`config.mk`:
```
export PLATFORM = sky130hd
export DESIGN_NAME = xmas_scene_ctrl_flat
export DESIGN_NICKNAME = d
export VERILOG_FILES = /design/src/rtl/xmas_scene_ctrl_if.sv /design/src/rtl/xmas_scene_ctrl.sv /design/src/flat_wrapper.sv
export SDC_FILE = /design/constraint.sdc
export NUM_CORES = 1
export LEC_CHECK = 0
export ABC_CLOCK_PERIOD_IN_PS = 3700
export CAP_MARGIN = 20
export CORE_ASPECT_RATIO = 1.4
export CORE_UTILIZATION = 57
export CTS_CLUSTER_SIZE = 28
export DETAILED_ROUTE_END_ITERATION = 7
export GPL_TIMING_DRIVEN = 0
export PLACE_DENSITY_LB_ADDON = 0.3
export SLEW_MARGIN = 25
export SYNTH_ARGS = -nofsm -noshare
export SYNTH_HDL_FRONTEND = slang
export SYNTH_SLANG_ARGS = --single-unit
```
`constraint.sdc`:
```
create_clock -name clk -period 3.7 [get_ports clk]
set_input_delay 1.11 -clock clk [delete_from_list [all_inputs] [get_ports clk]]
set_output_delay 1.11 -clock clk [all_outputs]
set_load 0.005 [all_outputs]
```
`src/rtl/xmas_scene_ctrl_if.sv`:
```
// Xmas VGA scene controller bus: vsync/button inputs
// and renderer config outputs, bundled for the sequencer.
interface xmas_scene_ctrl_if;
  logic       vsync;
  logic       btn_next;
  logic       btn_pause;
  logic [1:0] scene;
  logic [7:0] lights;
  logic [9:0] snow_y;
  logic       star_on;
  logic       cfg_upd;

  modport master (
    output vsync,
    output btn_next,
    output btn_pause,
    input  scene,
    input  lights,
    input  snow_y,
    input  star_on,
    input  cfg_upd
  );

  modport slave (
    input  vsync,
    input  btn_next,
    input  btn_pause,
    output scene,
    output lights,
    output snow_y,
    output star_on,
    output cfg_upd
  );
endinterface

```
`src/rtl/xmas_scene_ctrl.sv`:
```
// Frame-synchronous scene sequencer for the Xmas VGA card.
// All config state moves only on the vsync falling edge.
module xmas_scene_ctrl #(
  parameter int          SCENE_FRAMES    = 600,
  parameter int          FRAMES_PER_STEP = 30,
  parameter int          SNOW_STEP       = 2,
  parameter int          SNOW_WRAP       = 600,
  parameter logic [7:0]  LIGHT_INIT      = 8'h55
) (
  input logic              clk,
  input logic              reset,
  xmas_scene_ctrl_if.slave bus
);

  typedef enum logic [1:0] {
    S_BLANK  = 2'd0,
    S_TREE   = 2'd1,
    S_LIGHTS = 2'd2,
    S_SNOW   = 2'd3
  } state_t;

  localparam logic [9:0]  SC_LAST = 10'(SCENE_FRAMES - 1);
  localparam logic [7:0]  ST_LAST = 8'(FRAMES_PER_STEP - 1);
  localparam logic [10:0] SN_INC  = 11'(SNOW_STEP);
  localparam logic [10:0] SN_WRAP = 11'(SNOW_WRAP);

  state_t      r_state;
  logic [7:0]  r_lights;
  logic [9:0]  r_snow_y;
  logic        r_star_on;
  logic        r_cfg_upd;
  logic        r_vs_d;
  logic        r_btn_d;
  logic        r_next_pend;
  logic [9:0]  r_scene_cnt;
  logic [7:0]  r_step_cnt;
  logic [1:0]  r_blank_cnt;

  logic        w_tick;
  logic        w_rise;
  logic        w_exit;
  logic [7:0]  w_step_nxt;
  logic        w_step_hit;
  logic [10:0] w_snow_sum;
  logic [10:0] w_snow_nxt;
  logic [7:0]  w_lights_rot;

  assign w_tick = r_vs_d & ~bus.vsync;
  assign w_rise = bus.btn_next & ~r_btn_d;
  assign w_exit = (r_scene_cnt == SC_LAST)
                | r_next_pend;

  // step counter runs modulo FRAMES_PER_STEP;
  // the animation steps when it lands on the last value
  assign w_step_nxt = (r_step_cnt == ST_LAST)
                    ? 8'd0 : r_step_cnt + 8'd1;
  assign w_step_hit = (w_step_nxt == ST_LAST);

  assign w_snow_sum = {1'b0, r_snow_y} + SN_INC;
  assign w_snow_nxt = (w_snow_sum >= SN_WRAP)
                    ? w_snow_sum - SN_WRAP
                    : w_snow_sum;

  assign w_lights_rot = {r_lights[6:0], r_lights[7]};

  assign bus.scene   = r_state;
  assign bus.lights  = r_lights;
  assign bus.snow_y  = r_snow_y;
  assign bus.star_on = r_star_on;
  assign bus.cfg_upd = r_cfg_upd;

  // edge detect, skip latch and frame-tick scene FSM
  always_ff @(posedge clk) begin
    if (reset) begin
      r_state     <= S_BLANK;
      r_lights    <= 8'd0;
      r_snow_y    <= 10'd0;
      r_star_on   <= 1'b0;
      r_cfg_upd   <= 1'b0;
      r_vs_d      <= 1'b1;
      r_btn_d     <= 1'b0;
      r_next_pend <= 1'b0;
      r_scene_cnt <= 10'd0;
      r_step_cnt  <= 8'd0;
      r_blank_cnt <= 2'd0;
    end else begin
      r_vs_d    <= bus.vsync;
      r_btn_d   <= bus.btn_next;
      r_cfg_upd <= w_tick;
      if (w_tick)
        r_next_pend <= 1'b0;
      else if (w_rise)
        r_next_pend <= 1'b1;
      if (w_tick) begin
        unique case (r_state)
          S_BLANK: begin
            if (r_blank_cnt == 2'd1) begin
              r_state     <= S_TREE;
              r_star_on   <= 1'b1;
              r_lights    <= 8'd0;
              r_scene_cnt <= 10'd0;
            end else begin
              r_blank_cnt <= r_blank_cnt + 2'd1;
            end
          end
          S_TREE: begin
            if (w_exit) begin
              r_state     <= S_LIGHTS;
              r_lights    <= LIGHT_INIT;
              r_star_on   <= 1'b1;
              r_step_cnt  <= 8'd0;
              r_scene_cnt <= 10'd0;
            end else if (!bus.btn_pause) begin
              r_scene_cnt <= r_scene_cnt + 10'd1;
            end
          end
          S_LIGHTS: begin
            if (w_exit) begin
              r_state     <= S_SNOW;
              r_snow_y    <= 10'd0;
              r_scene_cnt <= 10'd0;
            end else if (!bus.btn_pause) begin
              r_scene_cnt <= r_scene_cnt + 10'd1;
              r_step_cnt  <= w_step_nxt;
              if (w_step_hit) begin
                r_lights  <= w_lights_rot;
                r_star_on <= ~r_star_on;
              end
            end
          end
          S_SNOW: begin
            if (w_exit) begin
              r_state     <= S_TREE;
              r_star_on   <= 1'b1;
              r_lights    <= 8'd0;
              r_scene_cnt <= 10'd0;
            end else if (!bus.btn_pause) begin
              r_scene_cnt <= r_scene_cnt + 10'd1;
              r_step_cnt  <= w_step_nxt;
              r_snow_y    <= 10'(w_snow_nxt);
              if (w_step_hit)
                r_star_on <= ~r_star_on;
            end
          end
        endcase
      end
    end
  end

endmodule

```
`src/flat_wrapper.sv`:
```
// flat-port wrapper written by rule: the top's interface ports become plain ports
module xmas_scene_ctrl_flat 
#(
  parameter int          SCENE_FRAMES    = 600,
  parameter int          FRAMES_PER_STEP = 30,
  parameter int          SNOW_STEP       = 2,
  parameter int          SNOW_WRAP       = 600,
  parameter logic [7:0]  LIGHT_INIT      = 8'h55
)
  (clk, reset, bus_vsync, bus_btn_next, bus_btn_pause, bus_scene, bus_lights, bus_snow_y, bus_star_on, bus_cfg_upd);
  xmas_scene_ctrl_if bus_i ();
  input logic clk;
  input logic reset;
  input wire logic [$bits(bus_i.vsync)-1:0] bus_vsync;
  input wire logic [$bits(bus_i.btn_next)-1:0] bus_btn_next;
  input wire logic [$bits(bus_i.btn_pause)-1:0] bus_btn_pause;
  output wire logic [$bits(bus_i.scene)-1:0] bus_scene;
  output wire logic [$bits(bus_i.lights)-1:0] bus_lights;
  output wire logic [$bits(bus_i.snow_y)-1:0] bus_snow_y;
  output wire logic [$bits(bus_i.star_on)-1:0] bus_star_on;
  output wire logic [$bits(bus_i.cfg_upd)-1:0] bus_cfg_upd;
  assign bus_i.vsync = bus_vsync;
  assign bus_i.btn_next = bus_btn_next;
  assign bus_i.btn_pause = bus_btn_pause;
  assign bus_scene = bus_i.scene;
  assign bus_lights = bus_i.lights;
  assign bus_snow_y = bus_i.snow_y;
  assign bus_star_on = bus_i.star_on;
  assign bus_cfg_upd = bus_i.cfg_upd;
  xmas_scene_ctrl #(.SCENE_FRAMES(SCENE_FRAMES), .FRAMES_PER_STEP(FRAMES_PER_STEP), .SNOW_STEP(SNOW_STEP), .SNOW_WRAP(SNOW_WRAP), .LIGHT_INIT(LIGHT_INIT)) u_core (.clk(clk), .reset(reset), .bus(bus_i));
endmodule
```
Word-level counts from Yosys, hierarchy flattened
Index checks and enable logic that the tools add are counted.
{"block": "classes", "addsub": 5, "magnitude_cmp": 1, "eq_ne": 19, "n_mux": 32, "bitwise_logic": 7, "reduce_logical": 13}
{"operator": "two-way mux 8 bit", "count": 9}
{"operator": "two-way mux 10 bit", "count": 7}
{"operator": "one-hot mux 10 bit (2 select lines)", "count": 2}
{"operator": "one-hot mux 8 bit (4 select lines)", "count": 1}
{"operator": "equality test 8 x 5 -> 1 bit, second input constant", "count": 2}
{"operator": "one-hot mux 8 bit (2 select lines)", "count": 1}
{"operator": "AND reduction 5 bit", "count": 3}
{"operator": "!= test 2 bit, second input constant", "count": 6}
{"operator": "adder 10 x 2 -> 11 bit, second input constant", "count": 1}
{"operator": ">= comparator 11 x 10 -> 1 bit, second input constant", "count": 1}
{"operator": "adder 10 x 1 -> 10 bit, second input constant", "count": 1}
{"operator": "equality test 10 bit, second input constant", "count": 1}
{"operator": "!= test 2 x 1 -> 1 bit, second input constant", "count": 5}
{"operator": "subtractor 10 bit, second input constant", "count": 1}
{"operator": "adder 8 x 1 -> 8 bit, second input constant", "count": 1}
{"operator": "two-way mux 2 bit", "count": 4}
{"operator": "one-hot mux 2 bit (4 select lines)", "count": 1}
{"operator": "AND reduction 7 bit", "count": 1}
{"operator": "two-way mux 1 bit", "count": 6}
{"operator": "AND reduction 3 bit", "count": 2}
{"operator": "equality test 2 x 1 -> 1 bit, second input constant", "count": 2}
{"operator": "equality test 2 bit, second input constant", "count": 2}
{"operator": "inverter 1 bit", "count": 4}
{"operator": "one-hot mux 1 bit (4 select lines)", "count": 1}
{"operator": "9 further kinds", "count": 12}
{"block": "totals", "regBits": 45, "in_bits": 5, "output_inout_bits": 22, "word_cells": 88}

Longest topological paths before layout
{"block": "logic_depth", "depth_word": 7, "ltp_mapped": 10, "mapped_depth_nobuf": 9}

Worst setup path before layout
No wires, ideal clock.
{"block": "synth_timing", "path_type": "flip-flop to flip-flop", "startpoint": "register u_core.r_snow_y[1], in the netlist u_core.bus.snow_y[1]", "endpoint": "register u_core.r_snow_y[3], in the netlist u_core.bus.snow_y[3]", "setup_ps": 79, "t_arrival_ps": 2698, "required_ps": 3621, "setup_slack_ps": 922, "path_stages_with_launch": 11, "path_buffers": 1, "period_less_slack_ps": 2778, "path_cell_list": "dfxtp_1 ha_1 clkbuf_1 xor2_1 ha_1 a21oi_1 a21oi_4 nor3_1 mux2_1 or4_1 a22oi_1"}
{"block": "synth_between", "elab_chain_cells": 6, "word_cells_on_any_way": 7, "cone_classes": "add/sub: 2; order compare: 1; mux: 4"}
{"item": "start, declared", "line": "xmas_scene_ctrl.sv:29", "rtl": "logic [9:0] r_snow_y;"}
{"item": "start signal, assigned", "line": "xmas_scene_ctrl.sv:140", "rtl": "r_snow_y <= 10'(w_snow_nxt);"}
{"item": "adder 10 x 2 -> 11 bit *", "line": "xmas_scene_ctrl.sv:59", "rtl": "assign w_snow_sum = {1'b0, r_snow_y} + SN_INC;"}
{"item": "subtractor 10 bit / >= comparator 11 x 10 -> 1 bit (equally long branches)", "line": "xmas_scene_ctrl.sv:61, xmas_scene_ctrl.sv:60"}
{"item": "two-way mux 10 bit *", "line": "xmas_scene_ctrl.sv:61", "rtl": "? w_snow_sum - SN_WRAP"}
{"item": "two-way mux 10 bit *", "line": "xmas_scene_ctrl.sv:137", "rtl": "end else if (!bus.btn_pause) begin"}
{"item": "two-way mux 10 bit *", "line": "xmas_scene_ctrl.sv:132", "rtl": "if (w_exit) begin"}
{"item": "one-hot mux 10 bit (2 select lines) *", "line": "xmas_scene_ctrl.sv:95", "rtl": "unique case (r_state)"}
Every way passes the cells marked *; elsewhere a longest branch is shown, timed or not. The select of a mux whose other input is x is not followed.
A chain may end at the register's enable or synchronous reset.

Final worst setup path
Ends and elaborated chain as after synthesis.

==> impl_metrics.csv <==
group,metric,value,unit
cts,postCtsSetupRepairBufs,0,
layout,ff_latch_area,880.8,um2
sta,setup_tns,0,ns
cts,postCtsHoldBufs,0,
floorplanning,fp.dieW,60.02,um
cts,clock_sink_count,44,
logic_synthesis,ys_warn_count,0,
cts,clockBufferDepth,2,
logic_synthesis,ys_async_sr_fraction,0,%
layout,nFillCells,389,
sta,tightest_slew,0.6472,ns
route,drt_iter0_markers,107,
cts,tritoncts,"done",
pwr,cellLeakagePower,1.112,nW
place,dp_slack,0.2423,ns
layout,final_nets,389,
route,wl_per_cell,14.01,um
sta,worst_slack,0.4544,ns
cts,clk_latency,0.30,ns
cts,ctsResizeCount,0,
pwr,ir_drop,200.5,uV
min_path,whs_path_depth,2,
global_routing,first_global_vias,2318,
layout,layout_commonest_cell,"dfxtp_1",
layout,drive_gt1_share,9.651,%
logic_synthesis,synth_edf_count,0,
min_path,hp-class,"flop to flop",
cts,cts_root_buffer,"clkbuf_8",
run,cap_viol_max_count,0,
critical_path,cp-start-kind,"flop",
logic_synthesis,yosys_register_bits,44,
route,via_count,2568,
floorplanning,core_area,0.004536,mm2
logic_synthesis,ys_types,57,
logic_synthesis,synth_ff_type,"dfxtp_1",
critical_path,r2r_setup_slack,0.45,ns
critical_path,worst-path-max-fanout,10,
run_status,status,"complete, no violations",
critical_path,cp_data_required_time,3.91,ns
pwr,powerDensity,299.4,mW/mm2
critical_path,worstSetupPathType,"flop to flop",
place,place_hpwl,4.366,mm
floorplanning,io_pins,27,
global_routing,grt-ovfl-total,0,
logic_synthesis,syn_inst,340,
cts,cts-buffers-inserted,5,
route,final_antenna_net_count,0,
sta,setup_viol,0,
floorplanning,die_y,83.23,um
route,remaining_drc_errors,0,
global_routing,grt_pass1_wl,10.09,mm
sta,fmaxAchievable,308.1,MHz
global_routing,grt_max_degree,14,
sta,finalClockSkew,0.006697,ns
sta,rsz0062_at_grt,"no",
cts,clkTransAtPathRegs,0.09,ns
floorplanning,initial_core_util,59.23,%
logic_synthesis,syn_nets,357,
layout,areaGrowthSynthToFinish,15.70,%
floorplanning,die-area,0.004995,mm2
layout,multi_input_area,0.001695,mm2
global_routing,track_usage,25.43,%
sta,relSlewSlack,56.65,%
route,firstDrtPassIters,4,
critical_path,reg2reg_depth,10,
critical_path,cp.arrival,3.46,ns
logic_synthesis,avgSynthCellArea,7.901,um2
sta,drv_slew,0,
route,drt_wl_total,6.095,mm
route,via_per_inst,5.903,
pwr,design_power_total,0.0009305,W
logic_synthesis,seq_area_frac_synth,32.79,%
critical_path,critPathCaptureType,"flop",
cts,htree_levels,2,
layout,antenna_cells,0,
place,gpl.final_weighted_congestion,0.8807,
sta,period_minus_slack,3.246,ns
sta,layout_worst_path_cycle_share,87.72,%
place,port_buffers,25,
global_routing,antenna_found_initial,0,
floorplanning,fp-row-count,29,
layout,final_cell_mix,"44 x dfxtp_1, 37 x nand2_1, 37 x nor2_1",
sta,hold_viol,0,
logic_synthesis,synth_area,0.002686,mm2
-- final timing paths --
check,startpoint,end
worst max register to register,u_core.bus.snow_y[1],u_core.bus.snow_y[3]
worst max-delay path,u_core.bus.snow_y[1],u_core.bus.snow_y[3]
worst min-delay path,u_core.bus.lights[2],u_core.bus.lights[2]
worst min register to register,u_core.bus.lights[2],u_core.bus.lights[2]
-- state kept, by name, summed over array words and instances (netlist names) --
signal / count
u_core.r_vs_d: 1
u_core.r_scene_cnt: 10
u_core.bus.cfg_upd: 1
u_core.r_btn_d: 1
u_core.bus.lights: 8
u_core.bus.scene: 2
u_core.r_next_pend: 1
u_core.bus.star_on: 1
u_core.r_step_cnt: 8
u_core.bus.snow_y: 9
u_core.r_blank_cnt: 2
-- area by class of cell --
cell class                      count  share of cell area, %
Multi-Input combinational cell    270                  54.55
Sequential cell                    44                  28.34
Timing Repair Buffer               25                  8.052
Clock buffer                        7                  2.778
Tap cell                           62                  2.496
Buffer                             13                  1.973
Inverter                           13                  1.570
Clock inverter                      1                 0.2415
-- cells by family after synthesis --
kind of cell               count (synthesis)  synth area share, %
xor gates and xnor gates                  15                4.891
AOI/OAI and AO/OA                         82                19.42
other                                      1               0.1396
and+or+nand+nor                          154                30.74
DFF                                       44                32.79
muxes                                      6                2.329
buffers and inverters                     26                4.099
adders and majority gates                 12                5.589
-- worst max-delay path, cell delays in order, from the launching register on --
cell      delay [ns]
dfxtp_1         0.54
ha_1            0.33
clkbuf_1        0.37
xor2_1          0.12
ha_1            0.24
a21oi_1         0.24
a21oi_4         0.08
nor3_1          0.23
mux2_1          0.36
or4_1           0.41
a22oi_1         0.23
-- metal layers --
metal	up-vias	wire length (um)	track usage (%)
met5	-	0	0
met4	0	82	8.879
met3	7	240	3.427
met2	71	3155	44.44
met1	1203	2617	30.57
li1	1287	-	-
-- report_power, final --
group / switching (W) / internal [W]
Clock: 0.000169 / 0.000152
Sequential: 0.00000911 / 0.000485
Combinational: 0.0000671 / 0.0000478
Total: 0.000245 / 0.000685
-- stage by stage --
step / hold slack, ns / instance area [um2] / util, % / std cells
after floorplan: 0.4572 / 2686 / - / 340
after global placement: 0.4587 / 3014 / 66.46 / 427
after detailed placement: 0.4637 / 3014 / 66.46 / 427
after CTS: 0.4787 / 3108 / 68.52 / 435
after global routing: 0.4998 / 3108 / 68.52 / 435
final: 0.4760 / 3108 / 68.52 / 435
-- cells in the mapped netlist (all sizes together) (2+ instances only) --
cell type	number	area share (%)
o21ai	17	3.2
xnor2	6	2.0
or3b	5	1.6
or4b	2	0.75
mux2	2	0.84
a41oi	3	0.98
nor2	37	5.2
inv	13	1.8
nand3	10	1.9
and4	4	1.3
nor3	12	2.2
xor2	9	2.9
a311oi	3	0.98
or4	3	0.84
ha	12	5.6
and3	8	1.9
a22oi	2	0.56
nand2b	2	0.47
a211oi	2	0.56
a31oi	5	1.2
a21oi	33	6.6
a31o	3	0.98
and2	4	0.93
a21o	2	0.56
nand4	6	1.4
clkbuf	7	0.98
o31ai	3	0.84
or2	7	1.6
mux2i	4	1.5
or3	6	1.6
dfxtp	44	33
nor2b	5	1.2
nand2	38	5.4
buf	6	1.3
Note: power is estimated with default switching activity, not from simulation.
